File: config.mk
export PLATFORM = sky130hd
export DESIGN_NAME = hdmi_stream_scoreboard
export DESIGN_NICKNAME = d
export VERILOG_FILES = /design/src/rtl/hdmi_stream_scoreboard.sv
export SDC_FILE = /design/constraint.sdc
export NUM_CORES = 1
export LEC_CHECK = 0
export CORE_ASPECT_RATIO = 1.75
export CORE_MARGIN = 2
export CORE_UTILIZATION = 60
export CTS_BUF_LIST = sky130_fd_sc_hd__clkbuf_4 sky130_fd_sc_hd__clkbuf_8
export DETAILED_ROUTE_END_ITERATION = 6
export GPL_ROUTABILITY_DRIVEN = 0
export HOLD_SLACK_MARGIN = 0.08
export PLACE_DENSITY = 0.86
export SYNTH_ARGS = -nofsm -noshare
export SYNTH_HDL_FRONTEND = slang
export SYNTH_SLANG_ARGS = --single-unit
File: constraint.sdc
create_clock -name clk_i -period 3.9 [get_ports clk_i]
set_clock_uncertainty 0.1 [all_clocks]
set_input_delay 0.78 -clock clk_i [delete_from_list [all_inputs] [get_ports clk_i]]
set_output_delay 0.78 -clock clk_i [all_outputs]
set_load 0.005 [all_outputs]
File: src/rtl/hdmi_stream_scoreboard.sv
// hdmi_stream_scoreboard: passive checker for valid/ready HDMI pixel streams.
// It queues the input-side {hsync,vsync,vde} metadata and compares it in order
// against the output side. It also counts checked pixels, builds a per-frame
// XOR checksum, and flags overflow, underflow and output inactivity.
// Optional build macro SB_FIRST_ERR_EN adds capture ports for the first
// metadata mismatch.
module hdmi_stream_scoreboard #(
  parameter int NUM_CH  = 3,
  parameter int COLOR_W = 8,
  parameter int DEPTH   = 64,
  parameter int TIMEOUT = 20736000,
  parameter int CNT_W   = 32
) (
  input  logic                        clk_i,
  input  logic                        rst_i,
  input  logic                        in_valid_i,
  input  logic                        in_ready_i,
  input  logic [2:0]                  in_meta_i,
  input  logic                        out_valid_i,
  input  logic                        out_ready_i,
  input  logic [2:0]                  out_meta_i,
  input  logic [NUM_CH*COLOR_W-1:0]   out_data_i,
  output logic [CNT_W-1:0]            n_checks_o,
  output logic [CNT_W-1:0]            n_meta_errs_o,
  output logic [$clog2(DEPTH):0]      fifo_level_o,
  output logic [NUM_CH*COLOR_W-1:0]   checksum_o,
  output logic                        checksum_valid_o,
  output logic                        overflow_o,
  output logic                        underflow_o,
  output logic                        timeout_o
`ifdef SB_FIRST_ERR_EN
  ,
  output logic                        first_err_valid_o,
  output logic [CNT_W-1:0]            first_err_idx_o,
  output logic [2:0]                  first_err_exp_o,
  output logic [2:0]                  first_err_act_o
`endif
);

  localparam int PIX_W = NUM_CH * COLOR_W;
  localparam int AW    = $clog2(DEPTH);
  localparam int LW    = AW + 1;
  localparam logic [CNT_W-1:0] TIMEOUT_C = CNT_W'(TIMEOUT);
  localparam logic [LW-1:0]    DEPTH_C   = LW'(DEPTH);

  // Saturating increment shared by every counter in the block.
  function automatic logic [CNT_W-1:0] sat_inc(input logic [CNT_W-1:0] v);
    return (v == {CNT_W{1'b1}}) ? v : v + 1'b1;
  endfunction

  logic [2:0]       mem_q [DEPTH];
  logic [AW-1:0]    wr_ptr_q, wr_ptr_d;
  logic [AW-1:0]    rd_ptr_q, rd_ptr_d;
  logic [LW-1:0]    level_q, level_d;
  logic [CNT_W-1:0] n_checks_q, n_checks_d;
  logic [CNT_W-1:0] n_errs_q, n_errs_d;
  logic [CNT_W-1:0] idle_q, idle_d;
  logic [PIX_W-1:0] acc_q, acc_d;
  logic [PIX_W-1:0] checksum_q, checksum_d;
  logic             cs_valid_q, cs_valid_d;
  logic             overflow_q, overflow_d;
  logic             underflow_q, underflow_d;
  logic             timeout_q, timeout_d;
  logic             vsync_seen_q, vsync_seen_d;
  logic             prev_vsync_q, prev_vsync_d;

  logic in_fire, out_fire, full, empty, push, pop, check, boundary, mismatch;
  logic [2:0] head;

  assign in_fire  = in_valid_i & in_ready_i;
  assign out_fire = out_valid_i & out_ready_i;
  assign full     = (level_q == DEPTH_C);
  assign empty    = (level_q == '0);
  // When full, a push is only accepted if a pop frees the slot this cycle.
  assign push     = in_fire & (~full | out_fire);
  // No bypass: an entry pushed into an empty queue is not visible to a same-cycle pop.
  assign pop      = out_fire & ~empty;
  assign head     = mem_q[rd_ptr_q];
  assign mismatch = pop & (head != out_meta_i);
  assign check    = out_fire & out_meta_i[0] & (vsync_seen_q | out_meta_i[1]);
  assign boundary = out_fire & out_meta_i[1] & ~prev_vsync_q;

  // Next-state for queue control, counters, checksum and sticky flags.
  always_comb begin
    wr_ptr_d     = wr_ptr_q;
    rd_ptr_d     = rd_ptr_q;
    level_d      = level_q;
    n_checks_d   = n_checks_q;
    n_errs_d     = n_errs_q;
    idle_d       = idle_q;
    acc_d        = acc_q;
    checksum_d   = checksum_q;
    cs_valid_d   = 1'b0;
    overflow_d   = overflow_q | (in_fire & full & ~out_fire);
    underflow_d  = underflow_q | (out_fire & empty);
    vsync_seen_d = vsync_seen_q | (out_fire & out_meta_i[1]);
    prev_vsync_d = out_fire ? out_meta_i[1] : prev_vsync_q;

    if (push) wr_ptr_d = wr_ptr_q + 1'b1;
    if (pop)  rd_ptr_d = rd_ptr_q + 1'b1;
    case ({push, pop})
      2'b10:   level_d = level_q + 1'b1;
      2'b01:   level_d = level_q - 1'b1;
      default: level_d = level_q;
    endcase

    if (mismatch) n_errs_d = sat_inc(n_errs_q);
    if (check)    n_checks_d = sat_inc(n_checks_q);

    // The boundary beat's own pixel opens the new frame.
    if (boundary) begin
      checksum_d = acc_q;
      cs_valid_d = 1'b1;
      acc_d      = check ? out_data_i : '0;
    end else if (check) begin
      acc_d = acc_q ^ out_data_i;
    end

    if (out_fire)                idle_d = '0;
    else if (idle_q != TIMEOUT_C) idle_d = sat_inc(idle_q);
    timeout_d = timeout_q | (~out_fire & (idle_d == TIMEOUT_C));
  end

  // Control and result registers; reset clears everything, including mid-frame.
  always_ff @(posedge clk_i) begin
    if (rst_i) begin
      wr_ptr_q     <= '0;
      rd_ptr_q     <= '0;
      level_q      <= '0;
      n_checks_q   <= '0;
      n_errs_q     <= '0;
      idle_q       <= '0;
      acc_q        <= '0;
      checksum_q   <= '0;
      cs_valid_q   <= 1'b0;
      overflow_q   <= 1'b0;
      underflow_q  <= 1'b0;
      timeout_q    <= 1'b0;
      vsync_seen_q <= 1'b0;
      prev_vsync_q <= 1'b0;
    end else begin
      wr_ptr_q     <= wr_ptr_d;
      rd_ptr_q     <= rd_ptr_d;
      level_q      <= level_d;
      n_checks_q   <= n_checks_d;
      n_errs_q     <= n_errs_d;
      idle_q       <= idle_d;
      acc_q        <= acc_d;
      checksum_q   <= checksum_d;
      cs_valid_q   <= cs_valid_d;
      overflow_q   <= overflow_d;
      underflow_q  <= underflow_d;
      timeout_q    <= timeout_d;
      vsync_seen_q <= vsync_seen_d;
      prev_vsync_q <= prev_vsync_d;
    end
  end

  // Metadata storage; emptiness is tracked by the pointers, so no reset is needed.
  always_ff @(posedge clk_i) begin
    if (push) mem_q[wr_ptr_q] <= in_meta_i;
  end

  assign n_checks_o       = n_checks_q;
  assign n_meta_errs_o    = n_errs_q;
  assign fifo_level_o     = level_q;
  assign checksum_o       = checksum_q;
  assign checksum_valid_o = cs_valid_q;
  assign overflow_o       = overflow_q;
  assign underflow_o      = underflow_q;
  assign timeout_o        = timeout_q;

`ifdef SB_FIRST_ERR_EN
  logic [CNT_W-1:0] fire_idx_q, fire_idx_d;
  logic             fe_valid_q, fe_valid_d;
  logic [CNT_W-1:0] fe_idx_q, fe_idx_d;
  logic [2:0]       fe_exp_q, fe_exp_d;
  logic [2:0]       fe_act_q, fe_act_d;

  // Capture only the first mismatch; its index counts all out_fires from 0.
  always_comb begin
    fire_idx_d = out_fire ? sat_inc(fire_idx_q) : fire_idx_q;
    fe_valid_d = fe_valid_q;
    fe_idx_d   = fe_idx_q;
    fe_exp_d   = fe_exp_q;
    fe_act_d   = fe_act_q;
    if (mismatch && !fe_valid_q) begin
      fe_valid_d = 1'b1;
      fe_idx_d   = fire_idx_q;
      fe_exp_d   = head;
      fe_act_d   = out_meta_i;
    end
  end

  // First-error capture registers.
  always_ff @(posedge clk_i) begin
    if (rst_i) begin
      fire_idx_q <= '0;
      fe_valid_q <= 1'b0;
      fe_idx_q   <= '0;
      fe_exp_q   <= '0;
      fe_act_q   <= '0;
    end else begin
      fire_idx_q <= fire_idx_d;
      fe_valid_q <= fe_valid_d;
      fe_idx_q   <= fe_idx_d;
      fe_exp_q   <= fe_exp_d;
      fe_act_q   <= fe_act_d;
    end
  end

  assign first_err_valid_o = fe_valid_q;
  assign first_err_idx_o   = fe_idx_q;
  assign first_err_exp_o   = fe_exp_q;
  assign first_err_act_o   = fe_act_q;
`endif

endmodule

==> results of run 1 <==
==> power breakdown <==
part | total (mW) | internal (mW) | switching (mW)
clock | 3.10 | 1.73 | 1.38
combinational | 0.490 | 0.213 | 0.277
sequential | 4.12 | 4.09 | 0.0339
==> timing repair <==
item,in CTS,in global routing
endpoints found under the setup margin,0,1
gates resized for setup,0,1
buffers inserted,0,0
==> sequential cells by signal, indices dropped and copies added, names as in the netlist, 6 cells and up, named ones only <==
signal and count:
mem_q 192, idle_q 32, n_checks_o 32, n_meta_errs_o 32, acc_q 24, checksum_o 24
fifo_level_o 7, rd_ptr_q 6, wr_ptr_q 6
==> cell families (layout without fill, tap and decap cells) <==
family,Yosys count,in the layout
xor+xnor,100,100
simple gates,665,665
buf+inv,104,276
compound gates,133,133
mux,79,79
fa+ha+maj,13,13
flops,367,367
==> layout make-up <==
cell class | instances | area (um2)
Tap cell | 324 | 405
Sequential cell | 367 | 9270
Fill cell | 1781 | 7620
Inverter | 24 | 90.1
Clock inverter | 5 | 52.6
Timing Repair Buffer | 160 | 1570
Multi-Input combinational cell | 990 | 6440
Clock buffer | 87 | 1030
==> worst max-delay path: cells and delay by family (launching register included) <==
family,cells,cell delay (ps)
flip-flops,1,720
multiplexers,2,700
buffers and inverters,2,470
AND/OR/NAND/NOR,4,900
AO/OA/AOI/OAI,2,550
==> synth_stat cells (all sizes together), types with 23 or more instances <==
cell type and n:
inv 23, xor2 45, edfxtp 192, nand4 40, buf 25, nor2 235, nand2 177, xnor2 55
a21oi 56, nor3 24, nor2b 29, o21ai 23, clkbuf 55, nand3 43, mux4 48, dfxtp 175
==> how the worst max path moves through the flow <==
stage,from,endpoint,depth (start not counted)
3_3_place_gp,out_valid_i,fifo_level_o[6],16
4_1_cts,fifo_level_o[0],fifo_level_o[6],15
6_report,flip-flop,n_meta_errs_o[21],10
2_1_floorplan,out_valid_i,fifo_level_o[6],15
5_1_grt,fifo_level_o[0],fifo_level_o[6],15
3_5_place_dp,out_valid_i,fifo_level_o[6],16
==> metal layers <==
metal,vias to the layer above,part of all wire (%)
li1,5480,-
met1,5732,34
met2,507,55
met3,122,6.4
met4,0,4.6
met5,-,0
==> key figures, run 1 <==
Placement
  • Dpl hpwl: 27100 um
  • IO Port Bufs: 134
  • Placed inst area: 0.0178 mm2
  • Post-Place Worst Slack: -90.2 ps
  • Post-Place Cells: 1865

Power and ir drop
  • Max rail drop VDD: 300 uV
  • Leakage: 6.21 nW
  • P per Cell Area: 409 mW/mm2
  • Post-route total power: 7.71 mW

Setup path
  • Crit-path max cell delay: 720 ps
  • Req. time, crit path: 4270 ps
  • Worst reg-to-reg path cell count: 10
  • WS Path Type: flip-flop to flip-flop
  • Startpoint Class: flip-flop
  • Reg2reg end: n_meta_errs_o[21]
  • Worst Path Max Fanout: 47
  • Flop2flop setup slack: 280 ps
  • CP Capture Type: flip-flop
  • Slowest cell on crit path: dfxtp_2
  • Critical Path AT: 3990 ps
  • Worst path cell trace: buf_4 > mux4_2 > a22oi_1 > a21o_1 > nand4_1 > nor3b_1 > nor4b_4 > buf_12 > nor4b_1 > mux2_1

Timing
  • Slew headroom: 24.5%
  • RSZ-0062 raised after global routing: false
  • Setup TNS: 0 ps
  • Fin. max-slew vios: 0
  • Fin Hold WS: 353 ps
  • Slew @ Worst Pin: 1130 ps
  • Final setup vio count: 0
  • Hold Vio Cnt, Final: 0
  • FMAX: 276 MHz
  • Final WS setup: 281 ps
  • Fin crit period: 3620 ps
  • Period utilization: 92.8%

Logic synthesis
  • Mux cell area share after synthesis: 8.75%
  • Ys Warns: 0
  • Post-synth EDFFs: 192
  • Synth area leaders: edfxtp_1 (36%), dfxtp_1 (22%), mux4_2 (6.7%)
  • Syn_area_per_cell: 11.0 um2
  • Post-Syn Area: 0.0161 mm2
  • Largest family of logic cells by synthesized area: simple AND/OR/NAND/NOR gates
  • Top-area cell type share of the netlist area: 35.7%
  • Synth Register Bits: 367
  • Leading area contributor after synthesis: edfxtp_1
  • Ys flop type: edfxtp_1
  • Synth Area in Simple Gates: 19.6%
  • Syn Nets: 1510
  • Sequential area share after synthesis: 57.4%
  • Adder-cell share of the synthesized area: 1.05%
  • Netlist cell types: 64
  • Synth async-reset ratio: 0%
  • Synth Area in XOR/XNOR: 5.43%
  • Complex-gate fraction of the synthesized area: 5.02%
  • Post-Synthesis Cells: 1461

Cells and area
  • Most common cell after layout, fill and taps aside: nor2_1
  • Commonest cells after routing, fill and taps aside: nor2_1 (234), edfxtp_1 (192), nand2_1 (177)
  • Layout area overhead: 16.9%
  • Layout cell share with drive strength beyond 1: 11.8%
  • Total Nets Final: 1641
  • Inserted Diodes: 0
  • Cell area after layout: 0.0189 mm2
  • Layout Utilization: 71.2%
  • Fin cells: 1957

Route
  • Detail Route Antenna Nets: 0
  • DR pass1 iterations: 5
  • Total Wirelength: 38700 um
  • Remaining DRCs: 0
  • Initial DRC Count: 1028
  • Vias/cell: 6.05
  • DR vias: 11.8k
  • Drt wl/cell: 19.8 um

Global route
  • Tot GR Track Use: 27.6%
  • First-pass GRT wire length: 61500 um
  • GRT met1 Usage: 28.6%
  • Pin count of the biggest net entering global routing: 128
  • Grt ovf: 0
  • M3 GR Usage: 5.66%
  • GRT Max-Usage Layer: met2
  • Vias in the first global route: 12.1k
  • Grt met2 use: 51.8%
  • Initial antenna violation count: 0

Clocking
  • Htree depth: 2
  • CTS tree: yes
  • Cts hold-fix bufs: 0
  • CTS root buf: clkbuf_8
  • CTS clk-pin slew, worst paths: 70 ps
  • Max Root-Sink Buffers: 3
  • Clock sinks: 367
  • Num CTS Buffers: 49
  • Clock latency on the worst-skew pair: 610 ps

Floorplanning
  • Starting Density: 60.9%
  • Die area: 0.0283 mm2
  • FP Rows: 79
  • Chip Width: 128 um
  • Ports: 135
  • Core area: 0.0265 mm2
  • Die height: 221 um

Hold path
  • Min-Delay Endpoint: checksum_o[1]
  • Worst Hold Depth: 2
  • Worst hold start: acc_q[1]
  • Min-Delay Path Class: flip-flop to flip-flop

Outcome
  • Outcome: finished, final reports clean

Run
  • Max-cap viol count: 0
(Power assumes the default switching activity.)
==> run 2, diff against run 1 <==
Settings changed: DONT_BUFFER_PORTS set to 1, PLACE_DENSITY 0.86 to 0.8.
==> run 2 against run 1 <==
Sequential share of layout area grew 3.8 points; final cell count shrank 6.9%; highest routed layer unchanged; clock power grew 2%.
==> key figures, run 2 (synthesis results as in run 1) <==
Global route
  • Pin count of the biggest net entering global routing: 158 (+23%)
  • Initial antenna violation count: 0 (unchanged)
  • Vias in the first global route: 11.3k (-6.8%)
  • Tot GR Track Use: 27.0% (-0.56 points)
  • First-pass GRT wire length: 60000 um (-2.4%)
  • Grt ovf: 0 (unchanged)

Floorplanning
  • Die area: 0.0283 mm2 (unchanged)
  • Chip Width: 128 um (unchanged)
  • Core area: 0.0265 mm2 (unchanged)
  • Die height: 221 um (unchanged)
  • Ports: 135 (unchanged)
  • FP Rows: 79 (unchanged)
  • Starting Density: 60.9% (unchanged)

Route
  • Remaining DRCs: 0 (unchanged)
  • Total Wirelength: 37700 um (-2.6%)
  • Initial DRC Count: 841 (-18%)
  • Vias/cell: 6.11 (+1.0%)
  • Detail Route Antenna Nets: 0 (unchanged)
  • DR vias: 11.1k (-6.0%)
  • DR pass1 iterations: 5 (unchanged)
  • Drt wl/cell: 20.7 um (+4.6%)

Cells and area
  • Layout Utilization: 66.2% (-5.1 points)
  • Fin cells: 1822 (-6.9%)
  • Layout area overhead: 8.61%
  • Sequential Area: 0.00927 mm2 (unchanged)
  • Layout cell share with drive strength beyond 1: 12.3% (+0.53 points)
  • Commonest cells after routing, fill and taps aside: nor2_1 (234), edfxtp_1 (192), nand2_1 (177)
  • Multi-input gate area: 0.00644 mm2 (about the same)
  • Inserted Diodes: 0 (unchanged)
  • Largest Register: mem_q
  • Cell area after layout: 0.0175 mm2 (-7.1%)
  • Number of flip-flops in the largest register: 192 (unchanged)
  • Layout filler cell count: 1968 (+10%)
  • Total Nets Final: 1505 (-8.3%)
  • Most common cell after layout, fill and taps aside: nor2_1

Power and ir drop
  • P per Cell Area: 436 mW/mm2 (+6.6%)
  • Max rail drop VDD: 414 uV (+38%)
  • Post-route total power: 7.64 mW (-0.94%)
  • Leakage: 5.73 nW (-7.7%)

Setup path
  • Req. time, crit path: 4290 ps (+20 ps)
  • CP Capture Type: flip-flop
  • Worst path cell trace: mux4_2 > mux4_2 > a211oi_2 > nor3_1 > nor4b_4 > buf_12 > nor2_1 > mux2_1
  • CP most frequent cell: mux4_2
  • WS Path Type: flip-flop to flip-flop
  • Critical Path AT: 4000 ps (about the same)
  • Slowest cell on crit path: dfxtp_2
  • Worst Path Max Fanout: 47 (unchanged)
  • Startpoint Class: flip-flop
  • Crit-path max cell delay: 800 ps (+80 ps)

Timing
  • Slew @ Worst Pin: 853 ps (-279 ps)
  • Setup TNS: 0 ps (unchanged)
  • Final setup vio count: 0 (unchanged)
  • Hold Vio Cnt, Final: 0 (unchanged)
  • FMAX: 277 MHz (+0.21%)
  • Fin crit period: 3610 ps (-7.52 ps)
  • Fin. max-slew vios: 0 (unchanged)
  • Period utilization: 92.6% (-0.19 points)
  • Slew headroom: 43.1% (+19 points)
  • RSZ-0062 raised after global routing: false

Clocking
  • Cts hold-fix bufs: 0 (unchanged)
  • Clock sinks: 367 (unchanged)
  • Num CTS Buffers: 50 (+2.0%)
  • Max Root-Sink Buffers: 3 (unchanged)
  • CTS root buf: clkbuf_8
  • Post-CTS Resized: 0 (unchanged)
  • Htree depth: 2 (unchanged)
  • Postcts setup bufs: 0 (unchanged)
  • CTS clk-pin slew, worst paths: 70 ps (about the same)
  • CTS tree: yes
  • Clock latency on the worst-skew pair: 610 ps (about the same)

Run
  • Max-cap viol count: 0 (unchanged)

Placement
  • Dpl hpwl: 26100 um (-3.8%)
  • Post-Place Cells: 1728 (-7.3%)
  • Placed inst area: 0.0164 mm2 (-7.6%)
  • IO Port Bufs: 0 (-100%)

Hold path
  • Min-Delay Path Class: input pin to flip-flop

Outcome
  • Outcome: finished, final reports clean
run 2: power breakdown:
part	total, mW	internal [mW]	switching [mW]
clock	3.16	1.70	1.46
combinational	0.354	0.158	0.196
sequential	4.13	4.08	0.0404
total	7.64	5.94	1.70
run 2: final timing paths:
check	startpoint	endpoint	slack [ps]	depth (start not counted)
setup reg to reg	flip-flop	n_meta_errs_o[0]	290	8
hold reg to reg	acc_q[16]	checksum_o[16]	350	2
setup / recovery	flip-flop	n_meta_errs_o[0]	290	8
hold / removal	rst_i	n_meta_errs_o[12]	150	1
run 2: area by class of cell:
| class | instances | area share (%) |
|---|---|---|
| clock inverters | 17 | 0.728 |
| clock buffers | 77 | 5.62 |
| inverters | 24 | 0.514 |
| repair buffers | 23 | 1.20 |
| well taps | 324 | 2.31 |
| multi-input cells | 990 | 36.7 |
| flip-flops and latches | 367 | 52.9 |
run 2: critical path, delay by kind of cell (launching register included):
kind / cells / cell delay (ps)
mux: 3 / 1400
compound gates: 1 / 290
buf+inv: 1 / 260
simple gates: 3 / 610
flops: 1 / 800
run 2: metrics by stage:
step / hold WS [ps] / setup WS [ps]
floorplan: 331 / 196
global placement: 333 / 346
detailed placement: 343 / 312
CTS: 120 / 288
global route: 116 / 68.0
finish: 149 / 289
run 2: per-layer routing:
| layer | vias to the layer above | global-route usage, % | share of wire (%) |
|---|---|---|---|
| met5 | - | 0 | 0 |
| met3 | 117 | 5.34 | 6.4 |
| met4 | 0 | 15.1 | 5.3 |
| li1 | 5211 | - | - |
| met1 | 5361 | 28.9 | 34 |
| met2 | 446 | 49.1 | 55 |
